File: src/rtl/kbd_pkg.sv
// Shared scancodes, decoder state encoding and key-index mapping for keyboard_ctl.
package kbd_pkg;

    // Receiver frame geometry: start + 8 data + parity + stop.
    localparam int unsigned FRAME_BITS = 11;
    localparam int unsigned BIT_CNT_W  = 4;

    // Prefix and control scancodes.
    localparam logic [7:0] SC_E0 = 8'hE0;
    localparam logic [7:0] SC_F0 = 8'hF0;
    localparam logic [7:0] SC_AA = 8'hAA;

    // Non-extended (fire player) scancodes.
    localparam logic [7:0] SC_W = 8'h1D;
    localparam logic [7:0] SC_A = 8'h1C;
    localparam logic [7:0] SC_S = 8'h1B;
    localparam logic [7:0] SC_D = 8'h23;

    // Extended (water player) scancodes, valid only after an E0 prefix.
    localparam logic [7:0] SC_UP    = 8'h75;
    localparam logic [7:0] SC_LEFT  = 8'h6B;
    localparam logic [7:0] SC_DOWN  = 8'h72;
    localparam logic [7:0] SC_RIGHT = 8'h74;

    // Bit positions in the packed key vector.
    localparam int unsigned NUM_KEYS = 8;
    localparam logic [2:0] KEY_W     = 3'd0;
    localparam logic [2:0] KEY_A     = 3'd1;
    localparam logic [2:0] KEY_S     = 3'd2;
    localparam logic [2:0] KEY_D     = 3'd3;
    localparam logic [2:0] KEY_UP    = 3'd4;
    localparam logic [2:0] KEY_LEFT  = 3'd5;
    localparam logic [2:0] KEY_DOWN  = 3'd6;
    localparam logic [2:0] KEY_RIGHT = 3'd7;

    // Decoder state: which prefixes have been seen for the byte in flight.
    typedef enum logic [1:0] {
        IDLE    = 2'd0,
        EXT     = 2'd1,
        BRK     = 2'd2,
        EXT_BRK = 2'd3
    } dec_state_t;

    // Lookup result: whether the code is one of ours, and which key bit it drives.
    typedef struct packed {
        logic       hit;
        logic [2:0] idx;
    } key_map_t;

    // Map a scancode to a key bit; the extended and non-extended tables are disjoint.
    function automatic key_map_t kbd_map(input logic ext, input logic [7:0] code);
        key_map_t m;
        m = '0;
        if (ext) begin
            case (code)
                SC_UP:    begin m.hit = 1'b1; m.idx = KEY_UP;    end
                SC_LEFT:  begin m.hit = 1'b1; m.idx = KEY_LEFT;  end
                SC_DOWN:  begin m.hit = 1'b1; m.idx = KEY_DOWN;  end
                SC_RIGHT: begin m.hit = 1'b1; m.idx = KEY_RIGHT; end
                default:  m = '0;
            endcase
        end else begin
            case (code)
                SC_W:    begin m.hit = 1'b1; m.idx = KEY_W; end
                SC_A:    begin m.hit = 1'b1; m.idx = KEY_A; end
                SC_S:    begin m.hit = 1'b1; m.idx = KEY_S; end
                SC_D:    begin m.hit = 1'b1; m.idx = KEY_D; end
                default: m = '0;
            endcase
        end
        return m;
    endfunction

endpackage

File: src/rtl/ps2_rx.sv
// PS/2 frame receiver: synchronizes the raw lines, shifts in 11-bit frames on
// falling ps2_clk edges, checks start/parity/stop and aborts stalled frames.
// Ports:
//   clk, rst        system clock, synchronous active-high reset
//   ps2_clk         raw keyboard clock (asynchronous)
//   ps2_data        raw keyboard data (asynchronous)
//   rx_byte[7:0]    last accepted data byte (held until the next one)
//   rx_valid        one-cycle pulse, rx_byte is new
//   rx_err          one-cycle pulse, frame rejected (start, parity or stop)
module ps2_rx
    import kbd_pkg::*;
#(
    parameter int unsigned TIMEOUT_CYCLES = 200000
) (
    input  logic       clk,
    input  logic       rst,
    input  logic       ps2_clk,
    input  logic       ps2_data,
    output logic [7:0] rx_byte,
    output logic       rx_valid,
    output logic       rx_err
);

    localparam int unsigned TW = $clog2(TIMEOUT_CYCLES + 1);
    localparam logic [BIT_CNT_W-1:0] LAST_BIT = BIT_CNT_W'(FRAME_BITS - 1);

    logic                 clk_s1_q, clk_s1_d;
    logic                 clk_s2_q, clk_s2_d;
    logic                 clk_prev_q, clk_prev_d;
    logic                 dat_s1_q, dat_s1_d;
    logic                 dat_s2_q, dat_s2_d;
    logic [BIT_CNT_W-1:0] bit_cnt_q, bit_cnt_d;
    logic [9:0]           shift_q, shift_d;
    logic [TW-1:0]        tmo_q, tmo_d;
    logic [7:0]           byte_q, byte_d;
    logic                 valid_q, valid_d;
    logic                 err_q, err_d;

    logic                 fall;
    logic [10:0]          frame;
    logic                 frame_ok;

    // Next-state logic for synchronizers, bit counter, shifter and frame timeout.
    always_comb begin
        clk_s1_d   = ps2_clk;
        clk_s2_d   = clk_s1_q;
        clk_prev_d = clk_s2_q;
        dat_s1_d   = ps2_data;
        dat_s2_d   = dat_s1_q;
        bit_cnt_d  = bit_cnt_q;
        shift_d    = shift_q;
        tmo_d      = '0;
        byte_d     = byte_q;
        valid_d    = 1'b0;
        err_d      = 1'b0;

        fall = clk_prev_q & ~clk_s2_q;
        // The stop bit is still on the data line when the last edge arrives.
        frame    = {dat_s2_q, shift_q};
        frame_ok = ~frame[0] & (^frame[9:1]) & frame[10];

        if (fall) begin
            if (bit_cnt_q == LAST_BIT) begin
                bit_cnt_d = '0;
                shift_d   = '0;
                if (frame_ok) begin
                    valid_d = 1'b1;
                    byte_d  = frame[8:1];
                end else begin
                    err_d = 1'b1;
                end
            end else begin
                bit_cnt_d = BIT_CNT_W'(bit_cnt_q + BIT_CNT_W'(1));
                shift_d   = {dat_s2_q, shift_q[9:1]};
            end
        end else if (bit_cnt_q != '0) begin
            // Mid-frame stall: drop the partial frame without reporting it.
            if (tmo_q == TW'(TIMEOUT_CYCLES - 1)) begin
                bit_cnt_d = '0;
                shift_d   = '0;
            end else begin
                tmo_d = TW'(tmo_q + TW'(1));
            end
        end
    end

    // State registers; synchronizers reset to the PS/2 idle-high level.
    always_ff @(posedge clk) begin
        if (rst) begin
            clk_s1_q   <= 1'b1;
            clk_s2_q   <= 1'b1;
            clk_prev_q <= 1'b1;
            dat_s1_q   <= 1'b1;
            dat_s2_q   <= 1'b1;
            bit_cnt_q  <= '0;
            shift_q    <= '0;
            tmo_q      <= '0;
            byte_q     <= '0;
            valid_q    <= 1'b0;
            err_q      <= 1'b0;
        end else begin
            clk_s1_q   <= clk_s1_d;
            clk_s2_q   <= clk_s2_d;
            clk_prev_q <= clk_prev_d;
            dat_s1_q   <= dat_s1_d;
            dat_s2_q   <= dat_s2_d;
            bit_cnt_q  <= bit_cnt_d;
            shift_q    <= shift_d;
            tmo_q      <= tmo_d;
            byte_q     <= byte_d;
            valid_q    <= valid_d;
            err_q      <= err_d;
        end
    end

    assign rx_byte  = byte_q;
    assign rx_valid = valid_q;
    assign rx_err   = err_q;

endmodule

File: src/rtl/keyboard_ctl.sv
// Two-player PS/2 keyboard controller: receives scancodes and tracks held
// levels of WASD (fire player) and the arrow keys (water player).
// Ports:
//   clk, rst                           system clock, synchronous active-high reset
//   ps2_clk, ps2_data                  raw PS/2 lines (asynchronous)
//   key_w, key_a, key_s, key_d         fire-player held levels
//   key_up, key_left, key_down,
//   key_right                          water-player held levels
//   rx_err                             one-cycle pulse on a rejected frame
module keyboard_ctl
    import kbd_pkg::*;
#(
    parameter int unsigned TIMEOUT_CYCLES = 200000
) (
    input  logic clk,
    input  logic rst,
    input  logic ps2_clk,
    input  logic ps2_data,
    output logic key_w,
    output logic key_a,
    output logic key_s,
    output logic key_d,
    output logic key_up,
    output logic key_left,
    output logic key_down,
    output logic key_right,
    output logic rx_err
);

    localparam int unsigned TW = $clog2(TIMEOUT_CYCLES + 1);

    logic [7:0] rx_byte;
    logic       rx_valid;
    logic       rx_err_w;

    dec_state_t            state_q, state_d;
    logic [NUM_KEYS-1:0]   keys_q, keys_d;
    logic [TW-1:0]         tmo_q, tmo_d;
    logic                  ext;
    key_map_t              map;

    ps2_rx #(
        .TIMEOUT_CYCLES (TIMEOUT_CYCLES)
    ) u_rx (
        .clk      (clk),
        .rst      (rst),
        .ps2_clk  (ps2_clk),
        .ps2_data (ps2_data),
        .rx_byte  (rx_byte),
        .rx_valid (rx_valid),
        .rx_err   (rx_err_w)
    );

    // Decoder next state: prefix tracking, key set/clear, prefix timeout.
    always_comb begin
        state_d = state_q;
        keys_d  = keys_q;
        tmo_d   = '0;

        ext = (state_q == EXT) || (state_q == EXT_BRK);
        map = kbd_map(ext, rx_byte);

        if (rx_err_w) begin
            state_d = IDLE;
        end else if (rx_valid) begin
            case (rx_byte)
                SC_E0: state_d = EXT;
                SC_F0: begin
                    if (state_q == IDLE) begin
                        state_d = BRK;
                    end else if (state_q == EXT) begin
                        state_d = EXT_BRK;
                    end
                end
                default: begin
                    case (state_q)
                        IDLE: begin
                            if (rx_byte == SC_AA) begin
                                keys_d = '0;
                            end else if (map.hit) begin
                                keys_d[map.idx] = 1'b1;
                            end
                        end
                        EXT: begin
                            if (map.hit) begin
                                keys_d[map.idx] = 1'b1;
                            end
                        end
                        BRK, EXT_BRK: begin
                            if (map.hit) begin
                                keys_d[map.idx] = 1'b0;
                            end
                        end
                        default: keys_d = keys_q;
                    endcase
                    state_d = IDLE;
                end
            endcase
        end else if (state_q != IDLE) begin
            // A prefix with no follow-up byte is abandoned.
            if (tmo_q == TW'(TIMEOUT_CYCLES - 1)) begin
                state_d = IDLE;
            end else begin
                tmo_d = TW'(tmo_q + TW'(1));
            end
        end
    end

    // Decoder state, key levels and prefix timeout registers.
    always_ff @(posedge clk) begin
        if (rst) begin
            state_q <= IDLE;
            keys_q  <= '0;
            tmo_q   <= '0;
        end else begin
            state_q <= state_d;
            keys_q  <= keys_d;
            tmo_q   <= tmo_d;
        end
    end

    assign key_w     = keys_q[KEY_W];
    assign key_a     = keys_q[KEY_A];
    assign key_s     = keys_q[KEY_S];
    assign key_d     = keys_q[KEY_D];
    assign key_up    = keys_q[KEY_UP];
    assign key_left  = keys_q[KEY_LEFT];
    assign key_down  = keys_q[KEY_DOWN];
    assign key_right = keys_q[KEY_RIGHT];
    assign rx_err    = rx_err_w;

endmodule

File: config.mk
export PLATFORM = sky130hd
export DESIGN_NAME = keyboard_ctl
export DESIGN_NICKNAME = d
export VERILOG_FILES = /design/src/rtl/kbd_pkg.sv /design/src/rtl/ps2_rx.sv /design/src/rtl/keyboard_ctl.sv
export SDC_FILE = /design/constraint.sdc
export NUM_CORES = 1
export LEC_CHECK = 0
export ABC_AREA = 1
export BUFFER_PORTS_ARGS = -buffer_cell sky130_fd_sc_hd__buf_2
export CORE_MARGIN = 10
export CORE_UTILIZATION = 48
export CTS_BUF_LIST = sky130_fd_sc_hd__clkbuf_4 sky130_fd_sc_hd__clkbuf_8
export CTS_CLUSTER_DIAMETER = 200
export DETAILED_ROUTE_END_ITERATION = 8
export HOLD_SLACK_MARGIN = 0.03
export PLACE_DENSITY = 0.62
export SKIP_LAST_GASP = 1
export SLEW_MARGIN = 10
export SYNTH_ARGS = -nofsm -noshare
export SYNTH_HDL_FRONTEND = slang
export SYNTH_SLANG_ARGS = --single-unit
File: constraint.sdc
create_clock -name clk -period 3.4 [get_ports clk]
set_input_delay 0.17 -clock clk [delete_from_list [all_inputs] [get_ports clk]]
set_output_delay 0.17 -clock clk [all_outputs]
set_load 0.1 [all_outputs]
==> summary.md <==
| Metric | Value |
|---|---|
| Diodes inserted | 0 |
| Drt drc | 0 |
| FP Rows | 31 |
| Setup Crit Path Kind | reg -> reg |
| RSZ-0062 raised after global routing | no |
| Post-synth EDFFs | 0 |
| CP startpoint kind | flop |
| Setup tns final | 0 ps |
| Initial core utilization | 0.499 |
| Synth async-reset ratio | 0 |
| Port Buffers | 12 |
| Die W | 107 µm |
| Max Slew Vio Count | 0 |
| Crit end category | flop |
| RePlAce Congestion | 0.799 |
| Pre-antenna DRT Iters | 5 |
| Worst-margin pin slew | 743 ps |
| Library cells used by synthesis | 37 |
| Core footprint | 0.00733 mm² |
| Clk sinks | 75 |
| Final ANT Viol Nets | 0 |
| Clk root buf | clkbuf_8 |
| P_leak | 0.00167 µW |
| Seq cells post-synth | 75 |
| Worst-case clock buffer depth | 2 |
| Routed via count | 3065 |
| First-pass GRT wire length | 12.4 mm |
| CP arrival | 2250 ps |
| TritonCTS Buffers | 9 |
| Drt initial violations | 74 |
| Share of cells above drive strength 1 | 0.0901 |
| HPWL after DPL | 4.83 mm |
| Fillcell total | 707 |
| CTS tree | built |
| Post-synth top flop | dfxtp_1 |
| Setup violators final | 0 |
| Post-CTS sizing | 0 |
| Worst Path Max Fanout | 13 |
| Routed len/inst | 10.5 µm |
| Synthesis Warnings | 0 |
| Die area | 0.0115 mm² |
| Synth top area share | 0.410 |
| Initial antenna violation count | 0 |
| Area contributors post-synth | dfxtp_1, nand2_1, nor2_1, inv_1, nand3_1 |
| Syn Inst Count | 525 |
| Sequential fraction of the synthesis area | 0.410 |
| Clock Skew | 14.1 ps |
| Syn avg cell area | 6.97 µm² |
| Critical path required time | 3640 ps |
| Worst slack at placement | 1400 ps |
| # IOs | 13 |
| Final WL | 6.76 mm |
| Via-to-Cell Ratio | 4.77 |
| NumNets Final | 548 |
| Postcts setup bufs | 0 |
| FF-to-FF Start | u_rx.tmo_q[0] |
| Setup crit start | u_rx.tmo_q[0] |
| Slew HR | 0.503 |
| Status | finished clean |
| Vias in the first global route | 2920 |
| Hold path start | rst |
| All-Layer GR Usage | 0.127 |
| Peak supply drop | 0.000326 V |
| Die H | 107 µm |
| Layout area overhead | 10.2% |
| Period utilization | 0.594 |
| H-Tree Depth | 3 |
| Pin count of the biggest net entering global routing | 22 |
| Hold-fix buffers, CTS | 2 |
| Min cycle time layout | 2020 ps |
| Skew-Pair Late Insertion Delay | 350 ps |
| Post-Syn Area | 0.00366 mm² |
| GR Overflow Total | 0 |
| Syn nets | 534 |
| Max cap viols | 0 |
| Hold Crit Class | in -> reg |
| Final Hold Viols | 0 |
| PwrDens | 420 mW/mm² |
| Synth area leader | dfxtp_1 |
| Max Fclk | 0.495 GHz |
| Final WS setup | 1380 ps |
| Worst-path clk slew | 80 ps |
==> cell type report <==
class                      count  area (µm²)  share of cell area
multi-input combinational    385        1890               0.469
clock inverter                 5        85.1              0.0211
inverter                      54         203              0.0503
clock buffer                  11         145              0.0360
timing repair buffer          14        80.1              0.0199
sequential                    75        1500               0.373
tap                           99         124              0.0307
==> placed cells by master (no fill, tap or decap), types with 5 or more instances in the layout <==
cell        n
nand2_1   129
nor2_1     93
dfxtp_1    75
inv_1      54
nand3_1    39
a21oi_1    27
xor2_1     17
nor3_1     13
buf_2      12
clkbuf_8   10
or2_2       9
nand4_1     8
xnor2_1     7
o21ai_0     5
ha_1        5
==> final timing paths <==
path / end / slack, ps / depth (start not counted)
setup / recovery: u_rx.bit_cnt_q[0] / 1380 / 10
hold / removal: u_rx.bit_cnt_q[2] / 200 / 2
setup reg to reg: u_rx.bit_cnt_q[0] / 1380 / 10
hold reg to reg: u_rx.clk_prev_d / 410 / 1
==> metal layers <==
metal,routed length (µm),share of wire,track usage
met1,3440,0.51,0.149
met2,3030,0.45,0.215
met3,219,0.032,0.0383
met4,61,0.0090,0.0435
met5,0,0,0
==> power breakdown <==
part           switching (µW)  total [µW]  leakage, µW  internal (µW)
clock                     331         777     0.000114            446
sequential               3.12         885     0.000605            882
combinational            21.9        32.2     0.000951           10.3
==> registers in the layout (all words and copies together) (netlist names) <==
name and count:
u_rx.clk_prev_d 1, u_rx.clk_prev_q 1, u_rx.dat_s2_q 1, u_rx.bit_cnt_q 4, tmo_q 18, u_rx.rx_valid 1
u_rx.dat_s1_q 1, u_rx.clk_s1_q 1, u_rx.rx_err 1, u_rx.shift_q 10, state_q 2, u_rx.rx_byte 8
u_rx.tmo_q 18, keys_q 8
==> cells by family after synthesis <==
group | share of synthesized area
adders and majority gates | 0.0171
buffers and inverters | 0.0725
DFF | 0.410
AOI/OAI and AO/OA | 0.0677
xor gates and xnor gates | 0.0575
and+or+nand+nor | 0.375
==> worst max-delay path, cell delays in order, from the launching register on <==
cell	delay [ps]
dfxtp_1	360
ha_1	170
nand2_1	50
inv_1	80
nand4_1	190
nor2_1	190
nand4_1	480
nand2_1	190
nand2_1	70
o211ai_1	80
inv_1	50
==> Yosys cell counts (6+ instances only) <==
| cell type | n |
|---|---|
| nor3_1 | 13 |
| xor2_1 | 17 |
| xnor2_1 | 7 |
| dfxtp_1 | 75 |
| nor2_1 | 93 |
| or2_2 | 9 |
| clkbuf_1 | 6 |
| inv_1 | 54 |
| a21oi_1 | 27 |
| nand3_1 | 39 |
| nand4_1 | 8 |
| nand2_1 | 129 |
==> per-stage QoR <==
stage	area [µm²]	instances	hold slack [ps]	total power [µW]	utilization
floorplan	3660	525	274	931	-
global placement	3780	625	356	937	0.516
detailed placement	3780	625	357	937	0.516
CTS	4030	643	195	1720	0.550
global route	4030	643	216	1760	0.550
finish	4030	643	202	1690	0.550
Power figures use the tool's default switching activity.
